$ cat src/rtl/alu_cmp_mux_enum_if.sv
// Execute-stage bus: operands, operation codes and the resulting ALU value / next-PC select.
interface alu_cmp_mux_enum_if #(
    parameter int XLEN = 32
);
    logic [XLEN-1:0] rs1_data;
    logic [XLEN-1:0] rs2_data;
    logic [XLEN-1:0] immediate;
    logic [XLEN-1:0] pc;
    logic [3:0]      alu_op;
    logic            alu_data1_sel;
    logic            alu_data2_sel;
    logic [2:0]      cmp_op;
    logic            branch_jump;
    logic [XLEN-1:0] alu_result;
    logic [1:0]      branch;

    // Decode stage side: drives operands and codes, consumes the results.
    modport master (
        output rs1_data, rs2_data, immediate, pc, alu_op,
               alu_data1_sel, alu_data2_sel, cmp_op, branch_jump,
        input  alu_result, branch
    );

    // Execute stage side.
    modport slave (
        input  rs1_data, rs2_data, immediate, pc, alu_op,
               alu_data1_sel, alu_data2_sel, cmp_op, branch_jump,
        output alu_result, branch
    );
endinterface

$ cat src/rtl/alu_cmp_mux_enum.sv
// Execute-stage datapath: operand muxing, ALU and branch-condition evaluation.
// Fully combinational; reset only forces the outputs to their idle values.
module alu_cmp_mux_enum #(
    parameter int XLEN = 32
) (
    input  logic                clk,
    input  logic                rst_n,   // active-high despite the name
    alu_cmp_mux_enum_if.slave   bus
);
    typedef enum logic [3:0] {
        ALU_NOP  = 4'd0,
        ALU_ADD  = 4'd1,
        ALU_SUB  = 4'd2,
        ALU_AND  = 4'd3,
        ALU_OR   = 4'd4,
        ALU_XOR  = 4'd5,
        ALU_SLL  = 4'd6,
        ALU_SRL  = 4'd7,
        ALU_SRA  = 4'd8,
        ALU_SLT  = 4'd9,
        ALU_SLTU = 4'd10
    } alu_op_e;

    typedef enum logic [2:0] {
        CMP_NOP = 3'd0,
        CMP_EQ  = 3'd1,
        CMP_NE  = 3'd2,
        CMP_LT  = 3'd3,
        CMP_GE  = 3'd4,
        CMP_LTU = 3'd5,
        CMP_GEU = 3'd6
    } cmp_op_e;

    localparam logic [1:0] BR_NOP    = 2'b00;
    localparam logic [1:0] BR_BRANCH = 2'b01;
    localparam logic [1:0] BR_JUMP   = 2'b10;

    logic [XLEN-1:0] w_op1;
    logic [XLEN-1:0] w_op2;
    logic [4:0]      w_shamt;
    logic [XLEN-1:0] w_alu;
    logic            w_cond;
    logic [1:0]      w_branch;
    logic            w_unused_clk;

    // The clock only exists for pipeline uniformity.
    assign w_unused_clk = clk;

    // Operand selection and ALU result.
    always_comb begin
        w_op1   = bus.alu_data1_sel ? bus.pc        : bus.rs1_data;
        w_op2   = bus.alu_data2_sel ? bus.immediate : bus.rs2_data;
        w_shamt = w_op2[4:0];
        w_alu   = '0;
        case (bus.alu_op)
            ALU_ADD:  w_alu = w_op1 + w_op2;
            ALU_SUB:  w_alu = w_op1 - w_op2;
            ALU_AND:  w_alu = w_op1 & w_op2;
            ALU_OR:   w_alu = w_op1 | w_op2;
            ALU_XOR:  w_alu = w_op1 ^ w_op2;
            ALU_SLL:  w_alu = w_op1 << w_shamt;
            ALU_SRL:  w_alu = w_op1 >> w_shamt;
            ALU_SRA:  w_alu = $unsigned($signed(w_op1) >>> w_shamt);
            ALU_SLT:  w_alu = {{(XLEN-1){1'b0}}, ($signed(w_op1) < $signed(w_op2))};
            ALU_SLTU: w_alu = {{(XLEN-1){1'b0}}, (w_op1 < w_op2)};
            default:  w_alu = '0;
        endcase
    end

    // Branch condition on the raw register operands, then next-PC select priority.
    always_comb begin
        w_cond = 1'b0;
        case (bus.cmp_op)
            CMP_EQ:  w_cond = (bus.rs1_data == bus.rs2_data);
            CMP_NE:  w_cond = (bus.rs1_data != bus.rs2_data);
            CMP_LT:  w_cond = ($signed(bus.rs1_data) <  $signed(bus.rs2_data));
            CMP_GE:  w_cond = ($signed(bus.rs1_data) >= $signed(bus.rs2_data));
            CMP_LTU: w_cond = (bus.rs1_data <  bus.rs2_data);
            CMP_GEU: w_cond = (bus.rs1_data >= bus.rs2_data);
            default: w_cond = 1'b0;
        endcase
        if (bus.branch_jump)
            w_branch = BR_JUMP;
        else if (w_cond)
            w_branch = BR_BRANCH;
        else
            w_branch = BR_NOP;
    end

    // Reset masks the outputs asynchronously; no state to clear.
    always_comb begin
        if (rst_n) begin
            bus.alu_result = '0;
            bus.branch     = BR_NOP;
        end else begin
            bus.alu_result = w_alu;
            bus.branch     = w_branch;
        end
    end
endmodule

$ cat src/flat_wrapper.sv
// flat-port wrapper written by rule: the top's interface ports become plain ports
module alu_cmp_mux_enum_flat 
#(
    parameter int XLEN = 32
)
  (clk, rst_n, bus_rs1_data, bus_rs2_data, bus_immediate, bus_pc, bus_alu_op, bus_alu_data1_sel, bus_alu_data2_sel, bus_cmp_op, bus_branch_jump, bus_alu_result, bus_branch);
  alu_cmp_mux_enum_if #(.XLEN(XLEN)) bus_i ();
  input  logic clk;
  input  logic rst_n;
  input wire logic [$bits(bus_i.rs1_data)-1:0] bus_rs1_data;
  input wire logic [$bits(bus_i.rs2_data)-1:0] bus_rs2_data;
  input wire logic [$bits(bus_i.immediate)-1:0] bus_immediate;
  input wire logic [$bits(bus_i.pc)-1:0] bus_pc;
  input wire logic [$bits(bus_i.alu_op)-1:0] bus_alu_op;
  input wire logic [$bits(bus_i.alu_data1_sel)-1:0] bus_alu_data1_sel;
  input wire logic [$bits(bus_i.alu_data2_sel)-1:0] bus_alu_data2_sel;
  input wire logic [$bits(bus_i.cmp_op)-1:0] bus_cmp_op;
  input wire logic [$bits(bus_i.branch_jump)-1:0] bus_branch_jump;
  output wire logic [$bits(bus_i.alu_result)-1:0] bus_alu_result;
  output wire logic [$bits(bus_i.branch)-1:0] bus_branch;
  assign bus_i.rs1_data = bus_rs1_data;
  assign bus_i.rs2_data = bus_rs2_data;
  assign bus_i.immediate = bus_immediate;
  assign bus_i.pc = bus_pc;
  assign bus_i.alu_op = bus_alu_op;
  assign bus_i.alu_data1_sel = bus_alu_data1_sel;
  assign bus_i.alu_data2_sel = bus_alu_data2_sel;
  assign bus_i.cmp_op = bus_cmp_op;
  assign bus_i.branch_jump = bus_branch_jump;
  assign bus_alu_result = bus_i.alu_result;
  assign bus_branch = bus_i.branch;
  alu_cmp_mux_enum #(.XLEN(XLEN)) u_core (.clk(clk), .rst_n(rst_n), .bus(bus_i));
endmodule
$ cat config.mk
export PLATFORM = sky130hd
export DESIGN_NAME = alu_cmp_mux_enum_flat
export DESIGN_NICKNAME = d
export VERILOG_FILES = /design/src/rtl/alu_cmp_mux_enum_if.sv /design/src/rtl/alu_cmp_mux_enum.sv /design/src/flat_wrapper.sv
export SDC_FILE = /design/constraint.sdc
export NUM_CORES = 1
export LEC_CHECK = 0
export BUFFER_PORTS_ARGS = -buffer_cell sky130_fd_sc_hd__buf_2
export CELL_PAD_IN_SITES_DETAIL_PLACEMENT = 1
export CELL_PAD_IN_SITES_GLOBAL_PLACEMENT = 2
export CORE_MARGIN = 5
export CORE_UTILIZATION = 29
export DETAILED_ROUTE_END_ITERATION = 16
export PLACE_DENSITY_LB_ADDON = 0.1
export SYNTH_ARGS = -nofsm -noshare
export SYNTH_HDL_FRONTEND = slang
export SYNTH_SLANG_ARGS = --single-unit
export TNS_END_PERCENT = 10
$ cat constraint.sdc
create_clock -name vclk -period 6.2
set_clock_uncertainty 0.1 [all_clocks]
set_input_delay 0.93 -clock vclk [all_inputs]
set_output_delay 0.93 -clock vclk [all_outputs]
set_load 0.005 [all_outputs]
# Yosys cells after proc, flatten, opt, wreduce, memory -nomap -nowiden
# Cells that the tools add are included.
dict set report word_totals {
  out_inout_bits 34
  romBits 0
  regBits 0
  latchBits 0
  input_bits 140
  mem_bits_rw 0
  mem_count 0
}
dict set report op_classes {
  add_sub_neg 2
  multipliers 0
  reduce_logical 0
  bitwise_logic 3
  mux 8
  eq_ne 18
  n_lt_le_gt_ge 6
  n_shift 3
  div 0
}
# operator n
set op_table {}
lappend op_table {{$pmux W32 S10} 1}
lappend op_table {{$lt A32 B32 Y1} 4}
lappend op_table {{$mux W32} 3}
lappend op_table {{$ge A32 B32 Y1} 2}
lappend op_table {{$add A32 B32 Y32} 1}
lappend op_table {{$and A32 B32 Y32} 1}
lappend op_table {{$eq A32 B32 Y1} 1}
lappend op_table {{$ne A32 B32 Y1} 1}
lappend op_table {{$or A32 B32 Y32} 1}
lappend op_table {{$shl A32 B5 Y32} 1}
lappend op_table {{$shr A32 B5 Y32} 1}
lappend op_table {{$sshr A32 B5 Y32} 1}
lappend op_table {{$sub A32 B32 Y32} 1}
lappend op_table {{$xor A32 B32 Y32} 1}
lappend op_table {{$eq A4 B3 Y1 const B} 4}
lappend op_table {{$eq A4 B4 Y1 const B} 3}
lappend op_table {{$eq A3 B3 Y1 const B} 3}
lappend op_table {{$eq A4 B2 Y1 const B} 2}
lappend op_table {{$eq A3 B2 Y1 const B} 2}
lappend op_table {{$pmux W1 S6} 1}
lappend op_table {{$eq A4 B1 Y1 const B} 1}
lappend op_table {{$mux W2} 2}
lappend op_table {{$eq A3 B1 Y1 const B} 1}
lappend op_table {{$mux W1} 1}

# Longest topological paths before layout
dict set report logic_depth {
  word_depth 5
  depth_mapped 19
  ltp_nobuf 15
}

# Least setup slack after synthesis
# OpenSTA, ideal clock, no wires.
dict set report synth_path {
  path_type {input port to output port}
  startpoint {input bus_alu_data2_sel}
  endpoint {output bus_alu_result[22]}
  cell_stages 18
  setup_slack_ps 75
  arrival_time_ps 5095
  n_path_buf 6
  required_ps 5170
  path_cell_list {buf_6 mux2i_2 buf_2 buf_1 clkbuf_1 clkbuf_1 ha_1 clkbuf_1 a211oi_1 o21ai_0 a31o_2 a31o_2 a221o_1 a21o_1 a21oi_1 a221o_1 o21ai_1 a41oi_1}
}
dict set report synth_via {
  elab_chain_len 4
  word_cells_on_any_way 11
  cone_classes {2 x add/sub; 3 x shift; 3 x mux; 3 x bitwise}
}
# item line
set synth_rtl {}
lappend synth_rtl {{start: declaration} flat_wrapper.sv:16} ;# input wire logic [$bits(bus_i.alu_data2_sel)-1:0] bus_alu_data2_sel;
lappend synth_rtl {{$mux W32 (*)} alu_cmp_mux_enum.sv:52} ;# w_op2 = bus.alu_data2_sel ? bus.immediate : bus.rs2_data;
lappend synth_rtl {{$sub A32 B32 Y32, or another cell as far along} alu_cmp_mux_enum.sv:57} ;# ALU_SUB: w_alu = w_op1 - w_op2;
lappend synth_rtl {{$pmux W32 S10 (*)} alu_cmp_mux_enum.sv:55} ;# case (bus.alu_op)
lappend synth_rtl {{$mux W32 (*)} alu_cmp_mux_enum.sv:92} ;# if (rst_n) begin
lappend synth_rtl {{end: declaration} flat_wrapper.sv:19} ;# output wire logic [$bits(bus_i.alu_result)-1:0] bus_alu_result;
# Every way passes the cells marked *; elsewhere a longest branch is shown, timed or not.

# Worst setup path in the final report
dict set report layout_path {
  startpoint {input bus_alu_data1_sel}
  endpoint {output bus_alu_result[20]}
}
dict set report layout_via {
  elab_chain_len 4
  word_cells_on_any_way 11
  cone_classes {2 x add/sub; 3 x shift; 3 x mux; 3 x bitwise}
}
# item line
set layout_rtl {}
lappend layout_rtl {{start: declaration} flat_wrapper.sv:15} ;# input wire logic [$bits(bus_i.alu_data1_sel)-1:0] bus_alu_data1_sel;
lappend layout_rtl {{$mux W32 (*)} alu_cmp_mux_enum.sv:51} ;# w_op1 = bus.alu_data1_sel ? bus.pc : bus.rs1_data;
lappend layout_rtl {{$sub A32 B32 Y32, or another cell as far along} alu_cmp_mux_enum.sv:57}
lappend layout_rtl {{$pmux W32 S10 (*)} alu_cmp_mux_enum.sv:55}
lappend layout_rtl {{$mux W32 (*)} alu_cmp_mux_enum.sv:92}
# Marks and branches as above.

==> results.sh <==
export IMPL_syn_inst=1628
export IMPL_nNetsFinal=2074
export IMPL_cp_end_kind="output port"
export IMPL_crit_required_ns=5.17
export IMPL_synth_area_leaders="ha_1, mux2i_1, a21oi_1"
export IMPL_hold_class="in2out"
export IMPL_drt_total_wl_um=60400
export IMPL_dieArea_um2=38820
export IMPL_synth_area_leader_cell="ha_1"
export IMPL_avgSynthCellArea_um2=6.231
export IMPL_yosysUniqueCellTypes=73
export IMPL_syn_area_um2=10140
export IMPL_grt_max_degree=66
export IMPL_antenna_found_initial=3
export IMPL_finalHoldViolations=0
export IMPL_maxSlewViolCount=0
export IMPL_grt_pass1_vias=13610
export IMPL_numPortBuffers=173
export IMPL_path_class="in2out"
export IMPL_rsz0062_at_grt="yes"
export IMPL_via_per_inst=6.019
export IMPL_placed_area_um2=12030
export IMPL_wl_per_cell_um=26.80
export IMPL_grt_util_all_layers_pct=29.51
export IMPL_ant_nets=0
export IMPL_slew_headroom_pct=25.66
export IMPL_cp_arrival_ns=4.98
export IMPL_gp_congestion=0.9754
export IMPL_syn_to_final_growth_pct=18.92
export IMPL_initial_core_util_pct=29.37
export IMPL_grt_first_pass_wirelength_um=87960
export IMPL_status="finished, final reports clean"
export IMPL_netlist_area_leader_share_pct=16.28
export IMPL_first_iter_violations=1140
export IMPL_syn_nets=1902
export IMPL_nFlopsAndLatches=0
export IMPL_min_period_ns=6.006
export IMPL_fillCellCount=4617
export IMPL_finalInstanceArea_um2=12060
export IMPL_cap_viol_max_count=0
export IMPL_postCtsSetupBuffers=0
export IMPL_core_area_um2=34540
export IMPL_vias=13570
export IMPL_regArea_um2=0
export IMPL_hpwlAfterDp_um=49430
export IMPL_drc_errors=0
export IMPL_die_y_um=197.0
export IMPL_chipWidth_um=197.0
export IMPL_ys_seq_area_share_pct=0
export IMPL_pin_count=174
export IMPL_final_setup_viol_count=0
export IMPL_n_clock_buffer=0
export IMPL_drive_gt1_share_pct=18.63
export IMPL_finalCritPeriodShare_pct=96.87
export IMPL_rows=68
export IMPL_fmax_mhz=166.5
export IMPL_tightest_slew_ns=1.115
export IMPL_drt_first_pass_iters=5
export IMPL_multi_input_area_um2=9245
export IMPL_overflow=0
export IMPL_start_kind="input pin"
export IMPL_cp_max_fo=6
export IMPL_yosysWarnings=0
cell usage in the layout, fill, tap and decap left out, types with 11 or more instances in the layout:
master / n
nand4_1: 14
nor3_1: 30
o21ai_0: 132
a21o_1: 26
a21oi_1: 160
nand2_1: 186
nor2_1: 184
a221o_1: 12
mux2i_1: 89
buf_2: 173
o31ai_1: 12
ha_1: 132
nand3_1: 30
nor2b_1: 13
buf_4: 109
a211oi_1: 23
o22ai_1: 16
mux2_2: 13
a31oi_1: 30
o211ai_1: 31
a221oi_1: 28
nand2b_1: 11
o21a_1: 35
inv_1: 124
o21bai_1: 13
per-stage QoR:
step           instances  util (%)  setup slack (ns)  hold slack, ns  TNS (ns)
2_1_floorplan       1628         -           0.07466           1.790         0
3_3_place_gp        2253     34.82           -0.2021           2.065   -0.2021
3_5_place_dp        2253     34.82           -0.1961           2.065   -0.2421
4_1_cts             2253     34.83           0.06865           2.075         0
5_1_grt             2253     34.92          -0.03543           2.118  -0.09639
6_report            2254     34.92            0.1938           2.072         0
cell usage after synthesis, types with 28 or more instances:
| cell | number |
|---|---|
| nor2_1 | 185 |
| a221oi_1 | 28 |
| nand2_1 | 186 |
| o21a_1 | 36 |
| ha_1 | 132 |
| mux2i_1 | 94 |
| a31oi_1 | 30 |
| a21oi_1 | 160 |
| clkbuf_1 | 78 |
| nor3_1 | 33 |
| nand3_1 | 30 |
| o211ai_1 | 31 |
| o21ai_0 | 133 |
| inv_1 | 125 |
metal layers:
metal	part of all wire, %	GRT usage (%)	vias up
met5	0.012	0	-
met4	3.6	8.320	2
met3	8.3	5.014	85
met2	42	45.06	589
met1	46	42.67	6603
li1	-	-	6288
critical path: stages:
cell and delay (ns):
buf_2 0.28, mux2i_4 0.39, inv_1 0.11, ha_1 0.25, fa_1 0.48, a211oi_2 0.24, o21ai_0 0.16, a31o_2 0.31
a31o_2 0.29, a221o_1 0.38, buf_4 0.18, nand2_1 0.05, o21ai_0 0.08, o21ai_1 0.31, buf_4 0.18, a31oi_1 0.13
buf_2 0.19
area by class of cell:
cell class	count	area share (%)
multi-input combinational	1381	76.63
timing repair buffer	286	14.55
tap	455	4.719
inverter	131	4.076
antenna	1	0.02074
logic make-up after synthesis:
family / count (synthesis) / share of synthesized area [%]
buffers and inverters: 247 / 9.608
XOR/XNOR: 10 / 0.8634
adder cells (fa/ha/maj): 134 / 16.67
AO/OA/AOI/OAI: 609 / 39.01
AND/OR/NAND/NOR: 513 / 21.85
multiplexers: 115 / 11.99
worst paths after layout:
kind,from,cells after the start,endpoint
setup / recovery,bus_alu_data1_sel,17,bus_alu_result[20]
hold / removal,bus_branch_jump,3,bus_branch[1]
what timing repair did:
item / 4_1_cts / 5_1_grt
pin swaps: 0 / 0
setup endpoints to repair: 4 / 7
hold buffers: 0 / 0
gates resized for setup: 2 / 6
